===== config.mk =====
export PLATFORM = sky130hd
export DESIGN_NAME = hazard_ctrl
export DESIGN_NICKNAME = d
export VERILOG_FILES = /design/src/rtl/hazard_ctrl.sv
export SDC_FILE = /design/constraint.sdc
export NUM_CORES = 1
export LEC_CHECK = 0
export CAP_MARGIN = 20
export CORE_UTILIZATION = 25
export CTS_CLUSTER_SIZE = 30
export DETAILED_ROUTE_END_ITERATION = 12
export HOLD_SLACK_MARGIN = 0.02
export PLACE_DENSITY_LB_ADDON = 0.2
export SLEW_MARGIN = 10
export SYNTH_ARGS = -nofsm -noshare
export SYNTH_HDL_FRONTEND = slang
export SYNTH_SLANG_ARGS = --single-unit

===== constraint.sdc =====
create_clock -name clk_i -period 6.75 [get_ports clk_i]
set_input_delay 2.025 -clock clk_i [delete_from_list [all_inputs] [get_ports clk_i]]
set_output_delay 2.025 -clock clk_i [all_outputs]
set_load 0.02 [all_outputs]

===== src/rtl/hazard_ctrl.sv =====
// Pipeline sequencer for the 5-stage MIPS core: load-use stall, branch flush, memory freeze, wait watchdog.
// Optional HAZ_PERF_EN adds saturating stall/flush cycle counters.
module hazard_ctrl #(
   parameter int REG_W    = 5,
   parameter int MAX_WAIT = 15
) (
   input  logic             clk_i,
   input  logic             rst_i,
   input  logic             idex_memread_i,
   input  logic [REG_W-1:0] idex_rt_i,
   input  logic [REG_W-1:0] ifid_rs_i,
   input  logic [REG_W-1:0] ifid_rt_i,
   input  logic             ifid_uses_rt_i,
   input  logic             branch_taken_i,
   input  logic             dmem_busy_i,
   output logic             pc_stall_o,
   output logic             ifid_stall_o,
   output logic             idex_bubble_o,
   output logic             flush_o,
   output logic             freeze_o,
   output logic             timeout_o,
   output logic [1:0]       state_o
`ifdef HAZ_PERF_EN
   ,
   output logic [31:0]      stall_cnt_o,
   output logic [15:0]      flush_cnt_o
`endif
);

   typedef enum logic [1:0] {
      RUN      = 2'd0,
      LU_STALL = 2'd1,
      MEMWAIT  = 2'd2,
      FLUSH    = 2'd3
   } state_t;

   localparam logic [7:0] MAX_WAIT_C = 8'(MAX_WAIT);

   function automatic logic [7:0] sat_inc8(input logic [7:0] v);
      return (v == 8'hFF) ? v : v + 8'd1;
   endfunction

   state_t     state, state_nxt;
   logic [7:0] wait_cnt, wait_nxt;
   logic       timeout, timeout_nxt;
   logic       lu;
   logic       stall, flush, freeze;

   assign lu = idex_memread_i && (idex_rt_i != '0) &&
               ((idex_rt_i == ifid_rs_i) || (ifid_uses_rt_i && (idex_rt_i == ifid_rt_i)));

   always_comb begin
      state_nxt   = state;
      wait_nxt    = wait_cnt;
      timeout_nxt = timeout;
      stall       = 1'b0;
      flush       = 1'b0;
      freeze      = 1'b0;
      case (state)
         MEMWAIT: begin
            // branch and load-use are ignored while the pipe is held
            freeze = dmem_busy_i;
            if (dmem_busy_i) begin
               wait_nxt = sat_inc8(wait_cnt);
               if (wait_cnt == MAX_WAIT_C) timeout_nxt = 1'b1;
            end else begin
               wait_nxt  = '0;
               state_nxt = RUN;
            end
         end
         default: begin
            // FLUSH holds a bubble in ID/EX, so taken and lu are not trusted there;
            // LU_STALL masks lu so a load-use costs exactly one bubble
            if (dmem_busy_i) begin
               freeze    = 1'b1;
               wait_nxt  = 8'd1;
               state_nxt = MEMWAIT;
            end else if (branch_taken_i && (state != FLUSH)) begin
               flush     = 1'b1;
               state_nxt = FLUSH;
            end else if (lu && (state == RUN)) begin
               stall     = 1'b1;
               state_nxt = LU_STALL;
            end else begin
               state_nxt = RUN;
            end
         end
      endcase
   end

   always_ff @(posedge clk_i) begin
      if (rst_i) begin
         state    <= RUN;
         wait_cnt <= '0;
         timeout  <= 1'b0;
      end else begin
         state    <= state_nxt;
         wait_cnt <= wait_nxt;
         timeout  <= timeout_nxt;
      end
   end

   assign pc_stall_o    = stall  & ~rst_i;
   assign ifid_stall_o  = stall  & ~rst_i;
   assign idex_bubble_o = stall  & ~rst_i;
   assign flush_o       = flush  & ~rst_i;
   assign freeze_o      = freeze & ~rst_i;
   assign timeout_o     = timeout;
   assign state_o       = state;

`ifdef HAZ_PERF_EN
   logic [31:0] stall_cnt;
   logic [15:0] flush_cnt;

   always_ff @(posedge clk_i) begin
      if (rst_i) begin
         stall_cnt <= '0;
         flush_cnt <= '0;
      end else begin
         if ((pc_stall_o || freeze_o) && (stall_cnt != '1)) stall_cnt <= stall_cnt + 32'd1;
         if (flush_o && (flush_cnt != '1)) flush_cnt <= flush_cnt + 16'd1;
      end
   end

   assign stall_cnt_o = stall_cnt;
   assign flush_cnt_o = flush_cnt;
`endif

endmodule


**After elaboration in Yosys (flattened, before gate mapping)**

Index checks and enable logic that the tools add are counted.

- Flip-flop bits (word level): 11
- Input bits: 21
- Output and inout bits: 8
- Word-level logic and storage cells: 45

- Add/subtract/negate cells: 1
- Equal/unequal tests: 8
- Mux-type cells: 18
- Bitwise operators: 4
- Reduce and logical (&&, ||, !) cells: 11

Operators by type and width:

| kind | count |
|---|---|
| $mux 8 | 4 |
| $eq 5x5->1 | 2 |
| $mux 1 | 10 |
| $add 8x1->8 const B | 1 |
| $eq 8x4->1 const B | 1 |
| $eq 8x8->1 const B | 1 |
| $mux 2 | 4 |
| $logic_and 1x1->1 | 5 |
| $reduce_bool 5->1 | 1 |
| $ne 2x2->1 const B | 2 |
| $and 1x1->1 | 3 |
| $ne 3x3->1 const B | 1 |
| $reduce_and 3->1 | 1 |
| $eq 2x2->1 const B | 1 |
| $logic_not 2->1 | 1 |
| $reduce_and 2->1 | 1 |
| $reduce_bool 2->1 | 1 |
| $logic_or 1x1->1 | 1 |
| $not 1->1 | 1 |

**Longest topological paths before layout**

- Word-level depth: 10
- Gate-level depth with buffers: 5
- Gate-level depth less buffers: 5

**Least setup slack after synthesis**

Ideal clock, no wire load.

- Path kind: input to output
- From: in rst_i
- To: out ifid_stall_o
- Arrival: 3.488 ns
- Data required time: 4.725 ns
- Path slack: 1.237 ns
- Stages: 5
- Buffers on the path: 2
- Path through: clkbuf_1 -> nor3_1 -> o2111ai_1 -> a211oi_1 -> buf_4

- Word-level cells in the longest chain between the ends: 2

RTL lines:

| what | line | text |
|---|---|---|
| from (decl) | 8 | `input logic rst_i,` |
| $not 1->1 | -- |  |
| $and 1x1->1 | -- |  |
| to (decl) | 17 | `output logic ifid_stall_o,` |

Every way passes these cells.

**Worst setup path after layout**

- From: in rst_i
- To: out idex_bubble_o

- Word-level cells in the longest chain between the ends: 2

RTL lines:

| what | line | text |
|---|---|---|
| $not 1->1 | 105 | `assign idex_bubble_o = stall & ~rst_i;` |
| $and 1x1->1 | 105 |  |
| to (decl) | 18 | `output logic idex_bubble_o,` |

Every way passes these cells.

==> summary.md <==
| Metric | Value |
|---|---|
| Area of the multi-input gates | 502 um2 |
| Syn_nets | 119 |
| Min-Delay Path Depth | 2 |
| Class of the worst hold path | register to register |
| Status | finished, final reports clean |
| Share of post-route cells with drive strength above 1 | 0.0484 |
| Pwr Density | 136 mW/mm2 |
| Crit path time final | 6.21 ns |
| Largest net degree at the start of global routing | 12 |
| Clk buf depth | 2 |
| Post-synth top area cell | dfxtp_1 |
| HPWL after DPL | 1.57 mm |
| Die Width | 57.3 um |
| Fin Setup TNS | 0 ns |
| Ranking of synthesized cells by area | dfxtp_1, xor2_1, a21oi_1 |
| Post-CTS setup buffer count | 0 |
| Top cell type's share of synthesized area | 0.288 |
| Total grt overflow | 0 |
| Rows | 19 |
| Startpoint types | input port |
| Seq. cell area | 220 um2 |
| Vias in the first global route | 799 |
| Cts bufs inserted | 3 |
| Starting Density | 0.270 |
| ANT nets after route | 0 |
| Fmax | 161 MHz |
| I/O Pins | 29 |
| Unrepaired setup endpoints after global routing | no |
| Most common flop cell mapped by yosys | dfxtp_1 |
| Worst r2r dst | wait_cnt[1]$_SDFFE_PP0P_ |
| R2r setup slk | 5.13 ns |
| Routed vias | 807 |
| Final GP Congestion | 0.877 |
| Reg clk slew, reported paths | 0.07 ns |
| Synth Register Bits | 11 |
| Static Leak | 0.000343 uW |
| Register area share after synthesis | 0.288 |
| H-tree depth | 1 |
| Sinks on Clock Net | 11 |
| Final hold vios | 0 |
| Root buf cell | clkbuf_4 |
| Setup violations, final | 0 |
| Worst skew pair latency | 0.27 ns |
| Global-route wire length before repair | 3.53 mm |
| Placed Area | 0.00106 mm2 |
| DR WL/cell | 12.8 um |
| Worst hold endpoint | timeout_o$_SDFFE_PP0P_ |
| Area Overhead vs Synth | 41.6% |
| Async SR Flop Fraction | 0 |
| Dominant cell by count in the synthesized netlist | dfxtp_1 |
| Post-synth EDFFs | 0 |
| Post-Route Skew | 0.000246 ns |
| Total wire length | 1.99 mm |
| Worst-margin pin slew | 0.405 ns |
| Die Y | 57.3 um |
| Global-route total usage across every layer | 0.137 |
| Core ar. | 0.00283 mm2 |
| DRT Pass-1 Iters | 4 |
| Crit-path max FO | 10 |
| Initial DRC count | 28 |
| Die Area | 0.00328 mm2 |
| Peak VDD IR | 0.0871 mV |
| WS Path Type | input port to primary output |
| HP Start | timeout_o$_SDFFE_PP0P_ |
| CTS tree | yes |
| Worst EP required | 4.72 ns |
| Fin crit share | 0.920 |
| Post-synth top cells | dfxtp_1, a21oi_1, xor2_1 |
| Cts hold-fix bufs | 0 |
| Worst slew margin | 0.728 |
| RR Startpoint | wait_cnt[0]$_SDFFE_PP0P_ |
| Fin area | 0.00108 mm2 |
| # diodes | 0 |
| Syn Std Cell Area | 764 um2 |
| Post-synth cell types | 37 |
| Final net count | 147 |
| Post-Syn Instances | 97 |
| Synth Area per Inst | 7.88 um2 |
| Remaining routing DRC violations | 0 |
| Routed vias/inst | 5.21 |
| # fillers | 290 |
| Yosys warns | 0 |
| Max-Cap Viols | 0 |
| Final Max Slew Viols | 0 |
| R2R depth | 5 |
| Cts repair resizes | 0 |
| Port bufs | 28 |
| Antenna violations before repair | 0 |
| Arrival time at the worst endpoint | 4.18 ns |
| Crit. End Element | primary output |
[worst max-delay path, cell delays in order]
cell and delay (ns):
clkdlybuf4s50_1 0.60, nor3_1 0.30, o2111ai_1 0.18, a211oi_1 0.39
clkdlybuf4s50_1 0.68
[power by group]
| part | total [uW] | leakage (uW) | switching (uW) | internal (uW) |
|---|---|---|---|---|
| Combinational | 33.6 | 0.000238 | 14.7 | 18.9 |
| Sequential | 68.2 | 0.0000894 | 1.97 | 66.3 |
| Clock | 45.1 | 0.0000150 | 22.2 | 22.9 |
[routing by layer]
layer  share of wire  vias to the layer above  track usage
met5               0                        -            0
met4          0.0050                        0       0.0453
met3           0.045                        3       0.0454
met2            0.48                       17        0.212
met1            0.47                      373        0.182
li1                -                      414            -
[how the worst max path moves through the flow]
| stage | start | endpoint | slack, ns | cells after the start |
|---|---|---|---|---|
| final | rst_i | idex_bubble_o | 0.54 | 5 |
| after floorplan | rst_i | ifid_stall_o | 1.24 | 5 |
| after detailed placement | rst_i | idex_bubble_o | 0.54 | 5 |
| after global placement | rst_i | pc_stall_o | 0.58 | 5 |
| after global routing | rst_i | idex_bubble_o | 0.34 | 5 |
| after CTS | rst_i | idex_bubble_o | 0.54 | 5 |
[sequential cells by signal, summed over array words and instances, names as in the netlist]
register / cells
wait_cnt: 8
state_o: 2
timeout_o: 1
[per-stage QoR]
step,setup slack (ns),cells,hold slack (ns),utilization,power [uW]
finish,0.541,155,0.491,0.383,147
global route,0.344,155,0.554,0.383,155
CTS,0.539,155,0.500,0.383,149
floorplan,1.24,97,0.484,-,84.6
global placement,0.580,151,0.447,0.373,103
detailed placement,0.538,151,0.483,0.373,103
[area by class of cell]
class	count	share of cell area
well taps	31	0.0358
flip-flops and latches	11	0.203
inverters	4	0.0139
clock buffers	4	0.0243
multi-input cells	77	0.464
repair buffers	28	0.259
[cell families after synthesis]
group / Yosys count / synth area share
AND/OR/NAND/NOR: 38 / 0.280
XOR/XNOR: 10 / 0.115
multiplexers: 1 / 0.0147
adder cells (fa/ha/maj): 1 / 0.0164
buffers and inverters: 9 / 0.0556
AO/OA/AOI/OAI: 27 / 0.231
flip-flops: 11 / 0.288
[cell usage in the layout, fill, tap and decap left out, drive strengths merged, types with 2 or more instances in the layout]
master,netlist,final
nand3b,2,2
a31oi,2,2
o31ai,2,2
nor4,4,4
xor2,9,9
or4,3,3
clkdlybuf4s50,0,28
o21ai,3,3
dfxtp,11,11
a21oi,10,10
and2,2,2
nor3,4,4
inv,4,4
clkbuf,2,4
o21bai,2,2
nand2,5,5
o211ai,3,3
nand3,2,2
nor2,8,8
and4,2,2
Note: power is estimated with default switching activity, not from simulation.
